### config.mk
export PLATFORM = sky130hd
export DESIGN_NAME = alu_issue_ctrl
export DESIGN_NICKNAME = d
export VERILOG_FILES = /design/src/rtl/alu_ctrl_pkg.sv /design/src/rtl/alu_regfile.sv /design/src/rtl/alu_issue_ctrl.sv
export SDC_FILE = /design/constraint.sdc
export NUM_CORES = 1
export LEC_CHECK = 0
export CAP_MARGIN = 20
export CORE_UTILIZATION = 60
export DETAILED_ROUTE_END_ITERATION = 10
export DONT_BUFFER_PORTS = 1
export GPL_ROUTABILITY_DRIVEN = 0
export HOLD_SLACK_MARGIN = 0.06
export PLACE_DENSITY = 0.82
export SYNTH_ARGS = -nofsm -noshare
export SYNTH_HDL_FRONTEND = slang
export SYNTH_SLANG_ARGS = --single-unit
### constraint.sdc
create_clock -name i_SCLK -period 5.7 [get_ports i_SCLK]
set_clock_uncertainty 0.1 [all_clocks]
set_input_delay 0.57 -clock i_SCLK [delete_from_list [all_inputs] [get_ports i_SCLK]]
set_output_delay 0.57 -clock i_SCLK [all_outputs]
set_load 0.1 [all_outputs]
### src/rtl/alu_ctrl_pkg.sv
// ---------------------------------------------------------------------------
// alu_ctrl_pkg
// Shared definitions for the ALU issue controller: opcode values, one-hot
// ALU enable codes, FSM state encoding and the field layout of i_INST.
// ---------------------------------------------------------------------------
package alu_ctrl_pkg;

  localparam int INST_W = 11;
  localparam int DATA_W = 16;
  localparam int ADDR_W = 3;
  localparam int NREGS  = 8;

  // i_INST field positions
  localparam int OP_HI = 10;
  localparam int OP_LO = 9;
  localparam int RD_HI = 8;
  localparam int RD_LO = 6;
  localparam int RX_HI = 5;
  localparam int RX_LO = 3;
  localparam int RY_HI = 2;
  localparam int RY_LO = 0;

  typedef enum logic [1:0] {
    OP_NOP = 2'b00,
    OP_CMP = 2'b01,
    OP_ADD = 2'b10,
    OP_SUB = 2'b11
  } op_e;

  localparam logic [2:0] EN_NONE = 3'b000;
  localparam logic [2:0] EN_CMP  = 3'b001;
  localparam logic [2:0] EN_ADD  = 3'b010;
  localparam logic [2:0] EN_SUB  = 3'b100;

  typedef enum logic [2:0] {
    ST_IDLE      = 3'd0,
    ST_ISSUE     = 3'd1,
    ST_WAIT_RDY  = 3'd2,
    ST_WRITEBACK = 3'd3,
    ST_RELEASE   = 3'd4
  } state_e;

  function automatic logic [2:0] op_to_en(input op_e op);
    case (op)
      OP_CMP:  return EN_CMP;
      OP_ADD:  return EN_ADD;
      OP_SUB:  return EN_SUB;
      default: return EN_NONE;
    endcase
  endfunction

endpackage

### src/rtl/alu_regfile.sv
// ---------------------------------------------------------------------------
// alu_regfile
// 8 x 16 register file: two asynchronous read ports, one synchronous write
// port, all entries cleared by asynchronous active-low reset.
// Ports:
//   i_clk, i_rst_n          clock / async active-low reset
//   i_ra_x, o_rd_x          read port X (address / data)
//   i_ra_y, o_rd_y          read port Y (address / data)
//   i_we, i_wa, i_wd        write enable / address / data
// ---------------------------------------------------------------------------
module alu_regfile
  import alu_ctrl_pkg::*;
(
  input  logic              i_clk,
  input  logic              i_rst_n,
  input  logic [ADDR_W-1:0] i_ra_x,
  output logic [DATA_W-1:0] o_rd_x,
  input  logic [ADDR_W-1:0] i_ra_y,
  output logic [DATA_W-1:0] o_rd_y,
  input  logic              i_we,
  input  logic [ADDR_W-1:0] i_wa,
  input  logic [DATA_W-1:0] i_wd
);

  logic [DATA_W-1:0] r_mem [NREGS];

  always_ff @(posedge i_clk or negedge i_rst_n) begin
    if (!i_rst_n) begin
      for (int i = 0; i < NREGS; i++) r_mem[i] <= '0;
    end else if (i_we) begin
      r_mem[i_wa] <= i_wd;
    end
  end

  assign o_rd_x = r_mem[i_ra_x];
  assign o_rd_y = r_mem[i_ra_y];

endmodule

### src/rtl/alu_issue_ctrl.sv
// ---------------------------------------------------------------------------
// alu_issue_ctrl
// Accepts one instruction at a time, latches its operands from the local
// register file, requests the external ALU with a one-hot enable, waits for
// the ALU completion pulse and writes the result back to rd.
//
// Optional feature macro: ALU_TIMEOUT_EN
//   defined   -> WAIT_RDY aborts after TIMEOUT_CYCLES cycles, sets sticky o_ERR
//   undefined -> WAIT_RDY waits indefinitely, o_ERR tied 0
//
// Ports:
//   i_SCLK, i_RESETB                     clock / async active-low reset
//   i_INST_VALID, o_INST_READY, i_INST   instruction handshake and word
//   i_WR_EN, i_WR_ADDR, i_WR_DATA        external register load port
//   o_WR_READY                           external write accepted this cycle
//   o_RX, o_RY                           operands to ALU
//   o_ALU_ENABLE                         one-hot request 001 cmp/010 add/100 sub
//   i_ALU_READY, i_RESULT                ALU completion pulse and result
//   o_DONE, o_DONE_DATA                  retire pulse and value written to rd
//   o_ERR                                sticky timeout flag
//
// state        | meaning
// -------------+-----------------------------------------------------------
// ST_IDLE      | ready for an instruction, ALU enable low
// ST_ISSUE     | first (single) cycle of ALU request
// ST_WAIT_RDY  | ALU request held until i_ALU_READY (or timeout)
// ST_WRITEBACK | result written to rd, o_DONE pulse, external writes blocked
// ST_RELEASE   | guard cycle keeping enable low before the next request
// ---------------------------------------------------------------------------
module alu_issue_ctrl
  import alu_ctrl_pkg::*;
#(
  parameter int TIMEOUT_CYCLES = 16
) (
  input  logic              i_SCLK,
  input  logic              i_RESETB,
  input  logic              i_INST_VALID,
  output logic              o_INST_READY,
  input  logic [INST_W-1:0] i_INST,
  input  logic              i_WR_EN,
  input  logic [ADDR_W-1:0] i_WR_ADDR,
  input  logic [DATA_W-1:0] i_WR_DATA,
  output logic              o_WR_READY,
  output logic [DATA_W-1:0] o_RX,
  output logic [DATA_W-1:0] o_RY,
  output logic [2:0]        o_ALU_ENABLE,
  input  logic              i_ALU_READY,
  input  logic [DATA_W-1:0] i_RESULT,
  output logic              o_DONE,
  output logic [DATA_W-1:0] o_DONE_DATA,
  output logic              o_ERR
);

  state_e            r_state;
  state_e            w_next_state;
  op_e               r_op;
  logic [ADDR_W-1:0] r_rd;
  logic              r_inst_ready;
  logic              r_wr_ready;
  logic [DATA_W-1:0] r_rx;
  logic [DATA_W-1:0] r_ry;
  logic [2:0]        r_alu_en;
  logic              r_done;
  logic [DATA_W-1:0] r_done_data;

  logic              w_accept;
  op_e               w_op_in;
  logic [DATA_W-1:0] w_rf_rx;
  logic [DATA_W-1:0] w_rf_ry;
  logic              w_wb_we;
  logic              w_rf_we;
  logic [ADDR_W-1:0] w_rf_wa;
  logic [DATA_W-1:0] w_rf_wd;
  logic              w_tmo_hit;

  logic              w_inst_ready_nxt;
  logic              w_wr_ready_nxt;
  logic [2:0]        w_alu_en_nxt;
  logic              w_done_nxt;
  logic [DATA_W-1:0] w_done_data_nxt;

  // r_inst_ready is high exactly in IDLE, so it doubles as the IDLE qualifier
  assign w_accept = r_inst_ready & i_INST_VALID;
  assign w_op_in  = op_e'(i_INST[OP_HI:OP_LO]);

  // Writeback owns the write port in WRITEBACK; external writes are blocked
  // there by o_WR_READY, so the two sources never collide.
  assign w_wb_we = (r_state == ST_WRITEBACK) && (r_op != OP_NOP);
  assign w_rf_we = w_wb_we | (i_WR_EN & r_wr_ready);
  assign w_rf_wa = w_wb_we ? r_rd : i_WR_ADDR;
  assign w_rf_wd = w_wb_we ? r_done_data : i_WR_DATA;

  alu_regfile u_regfile (
    .i_clk   (i_SCLK),
    .i_rst_n (i_RESETB),
    .i_ra_x  (i_INST[RX_HI:RX_LO]),
    .o_rd_x  (w_rf_rx),
    .i_ra_y  (i_INST[RY_HI:RY_LO]),
    .o_rd_y  (w_rf_ry),
    .i_we    (w_rf_we),
    .i_wa    (w_rf_wa),
    .i_wd    (w_rf_wd)
  );

`ifdef ALU_TIMEOUT_EN
  localparam int CNT_W = $clog2(TIMEOUT_CYCLES + 1);

  logic [CNT_W-1:0] r_tmo_cnt;
  logic             r_err;

  // Abort on the WAIT_RDY cycle that brings the count to TIMEOUT_CYCLES;
  // a ready pulse in that same cycle still wins.
  assign w_tmo_hit = (r_state == ST_WAIT_RDY) && !i_ALU_READY &&
                     (r_tmo_cnt == CNT_W'(TIMEOUT_CYCLES - 1));

  always_ff @(posedge i_SCLK or negedge i_RESETB) begin
    if (!i_RESETB) begin
      r_tmo_cnt <= '0;
      r_err     <= 1'b0;
    end else begin
      if (r_state == ST_WAIT_RDY) r_tmo_cnt <= r_tmo_cnt + CNT_W'(1);
      else                        r_tmo_cnt <= '0;
      if (w_tmo_hit) r_err <= 1'b1;
    end
  end

  assign o_ERR = r_err;
`else
  assign w_tmo_hit = 1'b0;
  assign o_ERR     = 1'b0;
`endif

  // State register
  always_ff @(posedge i_SCLK or negedge i_RESETB) begin
    if (!i_RESETB) r_state <= ST_IDLE;
    else           r_state <= w_next_state;
  end

  // Next-state logic
  always_comb begin
    w_next_state = r_state;
    unique case (r_state)
      ST_IDLE: begin
        if (w_accept) w_next_state = (w_op_in == OP_NOP) ? ST_WRITEBACK : ST_ISSUE;
      end
      ST_ISSUE:     w_next_state = ST_WAIT_RDY;
      ST_WAIT_RDY: begin
        if (i_ALU_READY)    w_next_state = ST_WRITEBACK;
        else if (w_tmo_hit) w_next_state = ST_RELEASE;
      end
      ST_WRITEBACK: w_next_state = ST_RELEASE;
      ST_RELEASE:   w_next_state = ST_IDLE;
      default:      w_next_state = ST_IDLE;
    endcase
  end

  // Output logic: next values of the registered outputs, decoded from the
  // state being entered so every output is a flop.
  always_comb begin
    w_inst_ready_nxt = (w_next_state == ST_IDLE);
    w_wr_ready_nxt   = (w_next_state != ST_WRITEBACK);
    w_done_nxt       = (w_next_state == ST_WRITEBACK);
    w_alu_en_nxt     = EN_NONE;
    if ((w_next_state == ST_ISSUE) || (w_next_state == ST_WAIT_RDY)) begin
      w_alu_en_nxt = (r_state == ST_IDLE) ? op_to_en(w_op_in) : op_to_en(r_op);
    end
    w_done_data_nxt = r_done_data;
    if ((r_state == ST_WAIT_RDY) && i_ALU_READY) begin
      w_done_data_nxt = i_RESULT;
    end else if (w_accept && (w_op_in == OP_NOP)) begin
      w_done_data_nxt = '0;
    end
  end

  always_ff @(posedge i_SCLK or negedge i_RESETB) begin
    if (!i_RESETB) begin
      r_inst_ready <= 1'b1;
      r_wr_ready   <= 1'b1;
      r_alu_en     <= EN_NONE;
      r_done       <= 1'b0;
      r_done_data  <= '0;
      r_rx         <= '0;
      r_ry         <= '0;
      r_op         <= OP_NOP;
      r_rd         <= '0;
    end else begin
      r_inst_ready <= w_inst_ready_nxt;
      r_wr_ready   <= w_wr_ready_nxt;
      r_alu_en     <= w_alu_en_nxt;
      r_done       <= w_done_nxt;
      r_done_data  <= w_done_data_nxt;
      if (w_accept) begin
        r_rx <= w_rf_rx;
        r_ry <= w_rf_ry;
        r_op <= w_op_in;
        r_rd <= i_INST[RD_HI:RD_LO];
      end
    end
  end

  assign o_INST_READY = r_inst_ready;
  assign o_WR_READY   = r_wr_ready;
  assign o_RX         = r_rx;
  assign o_RY         = r_ry;
  assign o_ALU_ENABLE = r_alu_en;
  assign o_DONE       = r_done;
  assign o_DONE_DATA  = r_done_data;

endmodule

==> summary.txt <==
Clocking
  – # clock sinks: 190
  – Num CTS Buffers: 17
  – Clk root buf: clkbuf_16
  – Clock slew at reported path FFs: around 0.070 ns
  – CTS Buffer Depth: 2
  – CTS tree: yes
  – H-tree levels: 4
  – Worst-Skew Late Latency: between 0.4 and 0.5 ns
  – Postcts setup bufs: 0

STA
  – Final setup margin: about 2.3 ns
  – Period utilization: between 50% and 60%
  – Worst hold slack: 0.0325 ns
  – Post-route setup TNS: 0 ns
  – Final Max Slew Viols: 0
  – Period minus WS final: 3.42 ns
  – Pin slew with the least headroom to its limit: approximately 1.2 ns
  – Hold Vio Cnt, Final: 0
  – RSZ-0062 raised after global routing: no
  – Final setup fails: 0
  – Slew margin rel.: 21.1%
  – FMAX: around 0.3 GHz

Floorplanning
  – Initial Utilization: about 62%
  – Die area: approximately 18000 sq um
  – DIE HEIGHT: approximately 130 um
  – Num rows: between 40 and 50
  – Core Footprint: approximately 17000 sq um
  – Boundary pin count: 106
  – Die W: around 130 um

Final layout
  – Share of cells above drive strength 1: approximately 27%
  – FILL cells: around 1200
  – Area delta synth->final: 8.29%
  – Final cell count without fillers: 1045
  – Most common cell after layout, fill and taps aside: dfrtp_1
  – Final nets: 864
  – Antenna Cells: 0
  – Final instance area: approximately 11000 sq um
  – Final core occ: between 60% and 70%
  – Most frequent cells in the layout: dfrtp_1, o221a_2, nand2b_1

Worst setup path
  – CP arrival: approximately 3.7 ns
  – Required time worst endpoint: around 6 ns
  – Worst setup SP type: flop
  – Critical path class: flop to flop
  – Worst setup EP type: flop
  – Worst Path Max Fanout: 19

Yosys
  – Post-synthesis sequential area ratio: between 40% and 50%
  – Asr flop ratio synth: 100%
  – Mux share of post-synthesis cell area: between 10% and 20%
  – Main combinational cell family by area after synthesis: compound AO/OA/AOI/OAI gates
  – Seq cells post-synth: 190
  – Synth Area in Compound Gates: 18.3%
  – Avg Cell Area, Syn: 11.8 sq um
  – Synthesized netlist cell count: between 800 and 900
  – EDFF count, synth: 0
  – Ys flop type: dfrtp_1
  – Net Count, Synth: 920
  – Library cells used by synthesis: just under 50
  – Synth warn: 0
  – Post-synthesis adder-cell area fraction: 0%
  – XOR/XNOR Fraction of Synth Area: 0%
  – Post-Synth Simple-Gate Area: a little under an eighth
  – Synth Cell Area: between 10000 and 15000 sq um

Route
  – Drc violations: 0
  – Vias: slightly below 8000
  – Initial DRC count: approximately 1200
  – Post-DRT Antenna Nets: 0
  – Post-Route WL: ~30 mm
  – Drt wl/cell: between 20 and 30 um
  – Drt via density: 7.43
  – TritonRoute pass-1 iters: 7

Power and ir drop
  – Peak supply drop: 0.399 mV
  – Final Total Pwr: 7.32 mW
  – Power density over the cells: between 600 and 700 nW/um^2
  – Leak: 4.48 nW

Min path
  – Worst hold path class: input pin to asynchronous set/reset pin

Global routing
  – Initial antenna violation count: 1
  – Vias in the first global route: between 8000 and 9000
  – First-pass GRT wire length: 46.2 mm
  – Grt ovf: 0
  – Largest net degree at the start of global routing: approximately 190
  – GRT Util Overall: a little over a third

Placed design
  – Post-Place Setup Slack: ~2.3 ns
  – IO buf count: 0
  – Placed cell area: 10200 sq um
  – Dpl cells: about 1000
  – Hpwl dp: ~18 mm

Status
  – Status: complete, no violations

Flow run
  – MaxCap Viol Count: 0
==> sequential cells by signal, summed over array words and instances, names as in the netlist <==
name,count
u_regfile.r_mem,128
o_DONE_DATA,16
o_RX,16
o_RY,16
o_ALU_ENABLE,3
r_rd,3
r_state,3
r_op,2
o_DONE,1
o_INST_READY,1
o_WR_READY,1
==> metal layers <==
| layer | up-vias | share of wire (%) | GRT usage, % |
|---|---|---|---|
| met4 | 2 | 3.7 | 17.6 |
| met1 | 3825 | 36 | 45.4 |
| met5 | - | 0.030 | 0 |
| met3 | 125 | 14 | 13.1 |
| met2 | 629 | 47 | 52.7 |
| li1 | 3187 | - | - |
==> area by class of cell <==
| class | instances | area, sq um | area share [%] |
|---|---|---|---|
| Multi-Input combinational cell | 538 | 4870 | 44.1 |
| Sequential cell | 190 | 4760 | 43.0 |
| Clock buffer | 17 | 425 | 3.85 |
| Timing Repair Buffer | 27 | 394 | 3.56 |
| Tap cell | 220 | 275 | 2.49 |
| Clock inverter | 14 | 188 | 1.70 |
| Inverter | 39 | 146 | 1.32 |
==> worst max-delay path: stages (launching register included) <==
cell      delay, ns
dfstp_2        0.89
nand4_1        0.88
a211oi_2       1.08
or3_1          0.22
o221a_2        0.17
==> worst paths after layout <==
check	start	to	slack [ns]	depth (start not counted)
max in group asynchronous	i_RESETB	u_regfile.r_mem[22]	4.69	1
hold / removal	i_RESETB	u_regfile.r_mem[59]	0.03	1
hold reg to reg	u_regfile.r_mem[65]	u_regfile.r_mem[65]	0.45	2
setup / recovery	o_WR_READY	u_regfile.r_mem[22]	2.28	4
setup reg to reg	o_WR_READY	u_regfile.r_mem[22]	2.28	4
min in group i_SCLK	i_RESULT[2]	o_DONE_DATA[2]	0.16	1
==> cell families (layout without fill, tap and decap cells) <==
group | count (synthesis) | in the layout
flip-flops | 190 | 190
AO/OA/AOI/OAI | 211 | 211
multiplexers | 99 | 99
buffers and inverters | 141 | 97
AND/OR/NAND/NOR | 227 | 227
other | 1 | 1
==> Yosys cell counts, types with 3 or more instances <==
library cell | n | share of area, %
a31oi_1 | 3 | 0.18
mux2i_1 | 32 | 3.1
nor2_1 | 57 | 2.1
a22o_1 | 16 | 1.4
nor3b_1 | 3 | 0.22
nand2_1 | 40 | 1.5
inv_1 | 38 | 1.4
buf_2 | 22 | 1.1
a221oi_1 | 6 | 0.51
o32ai_1 | 16 | 1.4
nor3_1 | 21 | 1.0
or3_1 | 18 | 1.1
dfrtp_1 | 188 | 46
o221a_2 | 80 | 8.8
a21oi_1 | 16 | 0.78
o22ai_1 | 16 | 0.98
mux2_2 | 3 | 0.33
mux4_2 | 64 | 14
o21ai_0 | 36 | 1.8
buf_1 | 33 | 1.2
a221oi_2 | 10 | 1.5
o211ai_1 | 4 | 0.29
buf_4 | 6 | 0.44
nand2b_1 | 68 | 4.2
clkbuf_1 | 39 | 1.4
==> power breakdown <==
group / switching [mW] / internal (mW)
logic: 0.998 / 1.23
clock network: 0.547 / 0.698
registers: 1.86 / 1.99
total: 3.41 / 3.92
==> what timing repair did <==
item	in CTS	in global routing
hold buffers	1	0
hold endpoints to repair	190	0
gates resized for setup	0	0
Note: power is estimated with default switching activity, not from simulation.
